$ cat src/rtl/uart_sched_pkg.sv
// Shared types for the UART TX scheduler: FSM state encoding and frame-length codes.
package uart_sched_pkg;

    typedef enum logic [1:0] {
        IDLE    = 2'd0,
        SEND    = 2'd1,
        WAIT_HI = 2'd2,
        WAIT_LO = 2'd3
    } sched_state_e;

    localparam logic LEN_1B = 1'b0;
    localparam logic LEN_2B = 1'b1;

endpackage

$ cat src/rtl/rr_arbiter.sv
// Combinational round-robin search: first set request at or above ptr, wrapping to 0.
module rr_arbiter #(
    parameter int NUM_REQ = 3
) (
    input  logic [NUM_REQ-1:0]         req,
    input  logic [$clog2(NUM_REQ)-1:0] ptr,
    output logic [$clog2(NUM_REQ)-1:0] grant,
    output logic                       any_req
);

    localparam int IW = $clog2(NUM_REQ);

    int cand;

    always_comb begin
        grant   = '0;
        any_req = 1'b0;
        cand    = 0;
        for (int i = 0; i < NUM_REQ; i++) begin
            cand = int'(ptr) + i;
            if (cand >= NUM_REQ) begin
                cand = cand - NUM_REQ;
            end
            if (!any_req && req[IW'(cand)]) begin
                any_req = 1'b1;
                grant   = IW'(cand);
            end
        end
    end

endmodule

$ cat src/rtl/uart_tx_scheduler.sv
// Round-robin sharing of one UART transmitter between NUM_REQ requesters of 1- or 2-byte frames.
//
// state   | meaning
// IDLE    | no frame owned; arbitrate among REQ_VALID
// SEND    | frame owned; wait for TX idle before offering the next byte
// WAIT_HI | byte offered; hold it until TX raises busy (or time out)
// WAIT_LO | TX accepted the byte; wait for it to finish
module uart_tx_scheduler
    import uart_sched_pkg::*;
#(
    parameter int NUM_REQ    = 3,
    parameter int DATA_WIDTH = 8,
    parameter int TIMEOUT    = 255
) (
    input  logic                            CLK,
    input  logic                            RST,
    input  logic [NUM_REQ-1:0]              REQ_VALID,
    input  logic [NUM_REQ*2*DATA_WIDTH-1:0] REQ_DATA,
    input  logic [NUM_REQ-1:0]              REQ_LEN,
    output logic [NUM_REQ-1:0]              REQ_READY,
    output logic [DATA_WIDTH-1:0]           TX_P_DATA,
    output logic                            TX_DATA_VALID,
    input  logic                            TX_BUSY,
    output logic                            SCHED_BUSY,
    output logic [$clog2(NUM_REQ)-1:0]      GRANT_ID,
    output logic                            TO_ERR
);

    localparam int IW = $clog2(NUM_REQ);
    localparam int FW = 2 * DATA_WIDTH;
    localparam int CW = $clog2(TIMEOUT + 1);
    localparam logic [CW-1:0] CNT_LAST = CW'(TIMEOUT - 1);
    localparam logic [IW-1:0] PTR_MAX  = IW'(NUM_REQ - 1);

    sched_state_e          state_q, state_d;
    logic [IW-1:0]         ptr_q, ptr_d;
    logic                  idx_q, idx_d;
    logic [CW-1:0]         cnt_q, cnt_d;
    logic [FW-1:0]         frame_q, frame_d;
    logic                  len_q, len_d;
    logic [NUM_REQ-1:0]    ready_q, ready_d;
    logic [DATA_WIDTH-1:0] pdata_q, pdata_d;
    logic                  valid_q, valid_d;
    logic                  busy_q, busy_d;
    logic [IW-1:0]         gid_q, gid_d;
    logic                  toerr_q, toerr_d;

    logic [IW-1:0]         arb_grant;
    logic                  arb_any;

    rr_arbiter #(.NUM_REQ(NUM_REQ)) u_arb (
        .req     (REQ_VALID),
        .ptr     (ptr_q),
        .grant   (arb_grant),
        .any_req (arb_any)
    );

    always_ff @(posedge CLK or negedge RST) begin
        if (!RST) begin
            state_q <= IDLE;
            ptr_q   <= '0;
            idx_q   <= 1'b0;
            cnt_q   <= '0;
            frame_q <= '0;
            len_q   <= 1'b0;
            ready_q <= '0;
            pdata_q <= '0;
            valid_q <= 1'b0;
            busy_q  <= 1'b0;
            gid_q   <= '0;
            toerr_q <= 1'b0;
        end else begin
            state_q <= state_d;
            ptr_q   <= ptr_d;
            idx_q   <= idx_d;
            cnt_q   <= cnt_d;
            frame_q <= frame_d;
            len_q   <= len_d;
            ready_q <= ready_d;
            pdata_q <= pdata_d;
            valid_q <= valid_d;
            busy_q  <= busy_d;
            gid_q   <= gid_d;
            toerr_q <= toerr_d;
        end
    end

    always_comb begin
        state_d = state_q;
        ptr_d   = ptr_q;
        idx_d   = idx_q;
        cnt_d   = cnt_q;
        frame_d = frame_q;
        len_d   = len_q;
        ready_d = '0;
        pdata_d = pdata_q;
        valid_d = valid_q;
        busy_d  = busy_q;
        gid_d   = gid_q;
        toerr_d = 1'b0;
        case (state_q)
            IDLE: begin
                if (arb_any) begin
                    frame_d = REQ_DATA[int'(arb_grant)*FW +: FW];
                    len_d   = REQ_LEN[arb_grant];
                    gid_d   = arb_grant;
                    ready_d = NUM_REQ'(1) << arb_grant;
                    ptr_d   = (arb_grant == PTR_MAX) ? '0 : arb_grant + 1'b1;
                    idx_d   = 1'b0;
                    busy_d  = 1'b1;
                    state_d = SEND;
                end
            end
            SEND: begin
                if (!TX_BUSY) begin
                    pdata_d = idx_q ? frame_q[FW-1:DATA_WIDTH] : frame_q[DATA_WIDTH-1:0];
                    valid_d = 1'b1;
                    cnt_d   = '0;
                    state_d = WAIT_HI;
                end
            end
            WAIT_HI: begin
                if (TX_BUSY) begin
                    valid_d = 1'b0;
                    state_d = WAIT_LO;
                end else if (cnt_q == CNT_LAST) begin
                    // TX never picked the byte up: drop the whole frame
                    valid_d = 1'b0;
                    toerr_d = 1'b1;
                    busy_d  = 1'b0;
                    state_d = IDLE;
                end else begin
                    cnt_d = cnt_q + 1'b1;
                end
            end
            WAIT_LO: begin
                if (!TX_BUSY) begin
                    if (!idx_q && len_q == LEN_2B) begin
                        idx_d   = 1'b1;
                        state_d = SEND;
                    end else begin
                        busy_d  = 1'b0;
                        state_d = IDLE;
                    end
                end
            end
            default: state_d = IDLE;
        endcase
    end

    assign REQ_READY     = ready_q;
    assign TX_P_DATA     = pdata_q;
    assign TX_DATA_VALID = valid_q;
    assign SCHED_BUSY    = busy_q;
    assign GRANT_ID      = gid_q;
    assign TO_ERR        = toerr_q;

endmodule

$ cat config.mk
export PLATFORM = sky130hd
export DESIGN_NAME = uart_tx_scheduler
export DESIGN_NICKNAME = d
export VERILOG_FILES = /design/src/rtl/uart_sched_pkg.sv /design/src/rtl/rr_arbiter.sv /design/src/rtl/uart_tx_scheduler.sv
export SDC_FILE = /design/constraint.sdc
export NUM_CORES = 1
export LEC_CHECK = 0
export ABC_CLOCK_PERIOD_IN_PS = 3100
export CORE_UTILIZATION = 35
export CTS_CLUSTER_SIZE = 30
export DETAILED_ROUTE_END_ITERATION = 10
export PLACE_DENSITY = 0.66
export SYNTH_ARGS = -nofsm -noshare
export SYNTH_HDL_FRONTEND = slang
export SYNTH_HIERARCHICAL = 1
export SYNTH_SLANG_ARGS = --single-unit
export TNS_END_PERCENT = 20
$ cat constraint.sdc
create_clock -name CLK -period 3.1 [get_ports CLK]
set_input_delay 0.62 -clock CLK [delete_from_list [all_inputs] [get_ports CLK]]
set_output_delay 0.62 -clock CLK [all_outputs]
set_load 0.01 [all_outputs]
==> flow_results.xml <==
<?xml version="1.0" encoding="UTF-8"?>
<metrics>
  <group name="power">
    <metric name="pwr_density_cell" unit="nW/um^2">938</metric>
    <metric name="cellLeakagePower" unit="nW">1.42</metric>
    <metric name="power.ir.vdd_worst" unit="mV">0.451</metric>
  </group>
  <group name="timing">
    <metric name="clock_skew" unit="ns">0.00936</metric>
    <metric name="timing.fmax" unit="GHz">0.369</metric>
    <metric name="report.final.setup_viol" unit="">0</metric>
    <metric name="hold-worst-slack" unit="ns">0.487</metric>
    <metric name="max_slew_margin" unit="">0.314</metric>
    <metric name="period_share" unit="">0.874</metric>
    <metric name="finalCriticalPeriod" unit="ns">2.71</metric>
    <metric name="drv_slew" unit="">0</metric>
    <metric name="setup-tns-final" unit="ns">0</metric>
    <metric name="actual_transition_at_the_worst_max_transition_pin" unit="ns">1.03</metric>
    <metric name="rsz0062_at_grt" unit="">false</metric>
    <metric name="hold_viol_final" unit="">0</metric>
  </group>
  <group name="final_layout">
    <metric name="finalNetCount" unit="">401</metric>
    <metric name="area.growth.synth_to_final" unit="%">36.3</metric>
    <metric name="most-common-layout-cells" unit="">clkdlybuf4s50_1 (71), dfrtp_1 (46), nor2_1 (33)</metric>
    <metric name="fillerInstances" unit="">658</metric>
    <metric name="final_layout_size_suffix_gt1_frac" unit="">0.0559</metric>
    <metric name="antenna_cells_inserted" unit="">0</metric>
    <metric name="mostFrequentLayoutCell" unit="">clkdlybuf4s50_1</metric>
  </group>
  <group name="worst_setup_path">
    <metric name="cpPeakStageDelay" unit="ns">0.54</metric>
    <metric name="critical_path.slowest_cell" unit="">clkdlybuf4s50_1</metric>
    <metric name="timing.critical_path.mode_cell" unit="">mux2i_1</metric>
    <metric name="worst-endpoint-arrival" unit="ns">2.89</metric>
    <metric name="end_kind" unit="">flop</metric>
    <metric name="cp.required" unit="ns">3.28</metric>
    <metric name="crit_path_start_kind" unit="">input port</metric>
    <metric name="maximum_fanout_encountered_on_the_critical_timing_path" unit="">8</metric>
    <metric name="critical_path.top_delay_family" unit="">buffers and inverters</metric>
    <metric name="critPathKind" unit="">in2reg</metric>
    <metric name="critical_path.cell_chain" unit="">clkdlybuf4s50_1, mux2i_1, mux2i_1, or3_2, or3b_1, buf_4, a221oi_1, o21ai_0</metric>
    <metric name="path_buf_inv" unit="">2</metric>
  </group>
  <group name="detailed_routing">
    <metric name="viasPerCell" unit="">5.01</metric>
    <metric name="drt_iter0_drc" unit="">137</metric>
    <metric name="detail_route.first_pass.iterations" unit="">4</metric>
    <metric name="drc" unit="">0</metric>
    <metric name="postRouteWirelength" unit="um">6180</metric>
    <metric name="detail_routed_net_length_per_standard_cell" unit="um">14.2</metric>
    <metric name="final_antenna_violating_net_count" unit="">0</metric>
    <metric name="dr_total_vias" unit="">2184</metric>
  </group>
  <group name="global_route">
    <metric name="global_route_wire_length_before_repair" unit="um">10100</metric>
    <metric name="initial_antenna_violation_count" unit="">0</metric>
    <metric name="global_route.overflow_total" unit="">0</metric>
    <metric name="grt_pass1_vias" unit="">2083</metric>
    <metric name="total_grt_usage" unit="">0.175</metric>
    <metric name="maximum_number_of_pins_on_one_net_before_global_route_repair" unit="">47</metric>
  </group>
  <group name="clocking">
    <metric name="cts_num_sinks" unit="">46</metric>
    <metric name="cts_buffer_depth" unit="">2</metric>
    <metric name="clk-insertion-delay-late" unit="ns">0.30</metric>
    <metric name="cts.repair.resized" unit="">0</metric>
    <metric name="cts_max_level" unit="">2</metric>
    <metric name="register_clock_pin_slew_on_the_reported_worst_setup_and_hold_paths" unit="ns">0.09</metric>
    <metric name="hold_buffers" unit="">0</metric>
    <metric name="cts_inserted_buffers" unit="">5</metric>
    <metric name="tritoncts" unit="">built</metric>
    <metric name="clock_tree.root_cell" unit="">clkbuf_8</metric>
    <metric name="post_cts_buffers" unit="">0</metric>
  </group>
  <group name="yosys">
    <metric name="synth_enable_flop_cells" unit="">0</metric>
    <metric name="syn-mean-instance-area" unit="sq um">9.27</metric>
    <metric name="synth_async_sr_flop_share" unit="">1.00</metric>
    <metric name="yosys.cell_types.count" unit="">38</metric>
    <metric name="synth.yosys.warnings" unit="">6</metric>
    <metric name="portion_of_the_post_synthesis_area_used_by_sequential_elements" unit="">0.460</metric>
    <metric name="synthesis.area" unit="sq um">2500</metric>
    <metric name="yosys_register_bits" unit="">46</metric>
    <metric name="post_synth_inst_count" unit="">270</metric>
    <metric name="synthesis.nets" unit="">332</metric>
    <metric name="synth_flop_cell" unit="">dfrtp_1</metric>
  </group>
  <group name="placement">
    <metric name="dp_hpwl" unit="um">4580</metric>
    <metric name="finalWeightedCongestion" unit="">0.827</metric>
    <metric name="buffer_ports.inserted" unit="">72</metric>
  </group>
  <group name="job">
    <metric name="cap_violations" unit="">0</metric>
  </group>
  <group name="worst_hold_path">
    <metric name="hold_path.class" unit="">in2async</metric>
  </group>
  <group name="die">
    <metric name="core_footprint" unit="sq um">6830</metric>
    <metric name="die_w" unit="um">86.6</metric>
    <metric name="floorplan.die_area" unit="sq um">7490</metric>
    <metric name="core_rows" unit="">30</metric>
    <metric name="floorplan.initialDensity" unit="">0.366</metric>
    <metric name="boundaryPins" unit="">73</metric>
    <metric name="dieHeight" unit="um">86.6</metric>
  </group>
  <group name="status">
    <metric name="run_status" unit="">finished clean</metric>
  </group>
</metrics>
metal layers:
metal  global-route usage  share of wire  up-vias
met4               0.0500         0.0068        0
li1                     -              -     1105
met5                    0              0        -
met1                0.247           0.50     1016
met2                0.271           0.45       61
met3               0.0400          0.048        2
report_power, final:
group	switching [mW]	total [mW]	internal [mW]
combinational	0.891	1.68	0.793
sequential	0.214	1.06	0.846
clock	0.215	0.457	0.242
logic make-up (layout without fill, tap and decap cells):
kind of cell / Yosys count / in the layout / share of synthesized area
and+or+nand+nor: 96 / 96 / 0.192
AOI/OAI and AO/OA: 77 / 77 / 0.186
DFF: 46 / 46 / 0.460
buffers and inverters: 23 / 93 / 0.0455
muxes: 22 / 22 / 0.0880
adders and majority gates: 5 / 5 / 0.0250
xor gates and xnor gates: 1 / 1 / 0.00350
area by class of cell:
| class | instances | area, sq um | share of cell area |
|---|---|---|---|
| clock buffer | 5 | 68.8 | 0.0202 |
| multi-input combinational | 201 | 1240 | 0.363 |
| inverter | 6 | 22.5 | 0.00660 |
| tap | 96 | 120 | 0.0352 |
| clock inverter | 3 | 43.8 | 0.0128 |
| sequential | 46 | 1150 | 0.337 |
| timing repair buffer | 79 | 768 | 0.225 |
stage by stage:
| step | worst slack [ns] | cells | area (sq um) | power (mW) | util |
|---|---|---|---|---|---|
| final | 0.391 | 436 | 3410 | 3.20 | 0.499 |
| after global routing | 0.221 | 436 | 3410 | 3.46 | 0.499 |
| after CTS | 0.419 | 436 | 3410 | 3.22 | 0.499 |
| after detailed placement | 0.104 | 428 | 3300 | 2.75 | 0.483 |
| after global placement | 0.267 | 428 | 3300 | 2.71 | 0.483 |
| after floorplan | 0.474 | 270 | 2500 | 2.20 | - |
cell usage after synthesis, drive strengths merged (3+ instances only):
master   n  area [sq um]
a21o     3          22.5
a21oi   20           100
a221oi   8          70.1
a31oi    3          18.8
and3     3          18.8
buf      7          53.8
clkbuf  10          37.5
dfrtp   46          1150
ha       5          62.6
inv      6          22.5
mux2i   22           220
nand2   26          97.6
nand2b   6          37.5
nand3    5          25.0
nand3b   5          37.5
nor2    33           124
nor2b    6          37.5
nor3     3          26.3
o21ai   31           155
o31ai    3          22.5
worst paths after layout:
| check | startpoint | cells past startpoint | slack, ns | endpoint |
|---|---|---|---|---|
| worst max-delay path | REQ_VALID[2] | 8 | 0.39 | frame_q[10]$_DFFE_PN0P_ |
| worst min-delay path | RST | 1 | 0.49 | cnt_q[1]$_DFFE_PN0P_ |
| worst max register to register | ptr_q[0]$_DFFE_PN0P_ | 8 | 0.39 | frame_q[10]$_DFFE_PN0P_ |
| min in group CLK | frame_q[2]$_DFFE_PN0P_ | 2 | 0.49 | frame_q[2]$_DFFE_PN0P_ |
| max in group asynchronous | RST | 1 | 1.98 | TX_P_DATA[3]$_DFFE_PN0P_ |
| worst min register to register | frame_q[2]$_DFFE_PN0P_ | 2 | 0.49 | frame_q[2]$_DFFE_PN0P_ |
sequential cells by signal, summed over array words and instances (netlist names):
signal,count
REQ_READY,3
TX_DATA_VALID,1
cnt_q,8
TO_ERR,1
ptr_q,2
len_q,1
SCHED_BUSY,1
frame_q,16
idx_q,1
GRANT_ID,2
state_q,2
TX_P_DATA,8
Note: power is estimated with default switching activity, not from simulation.
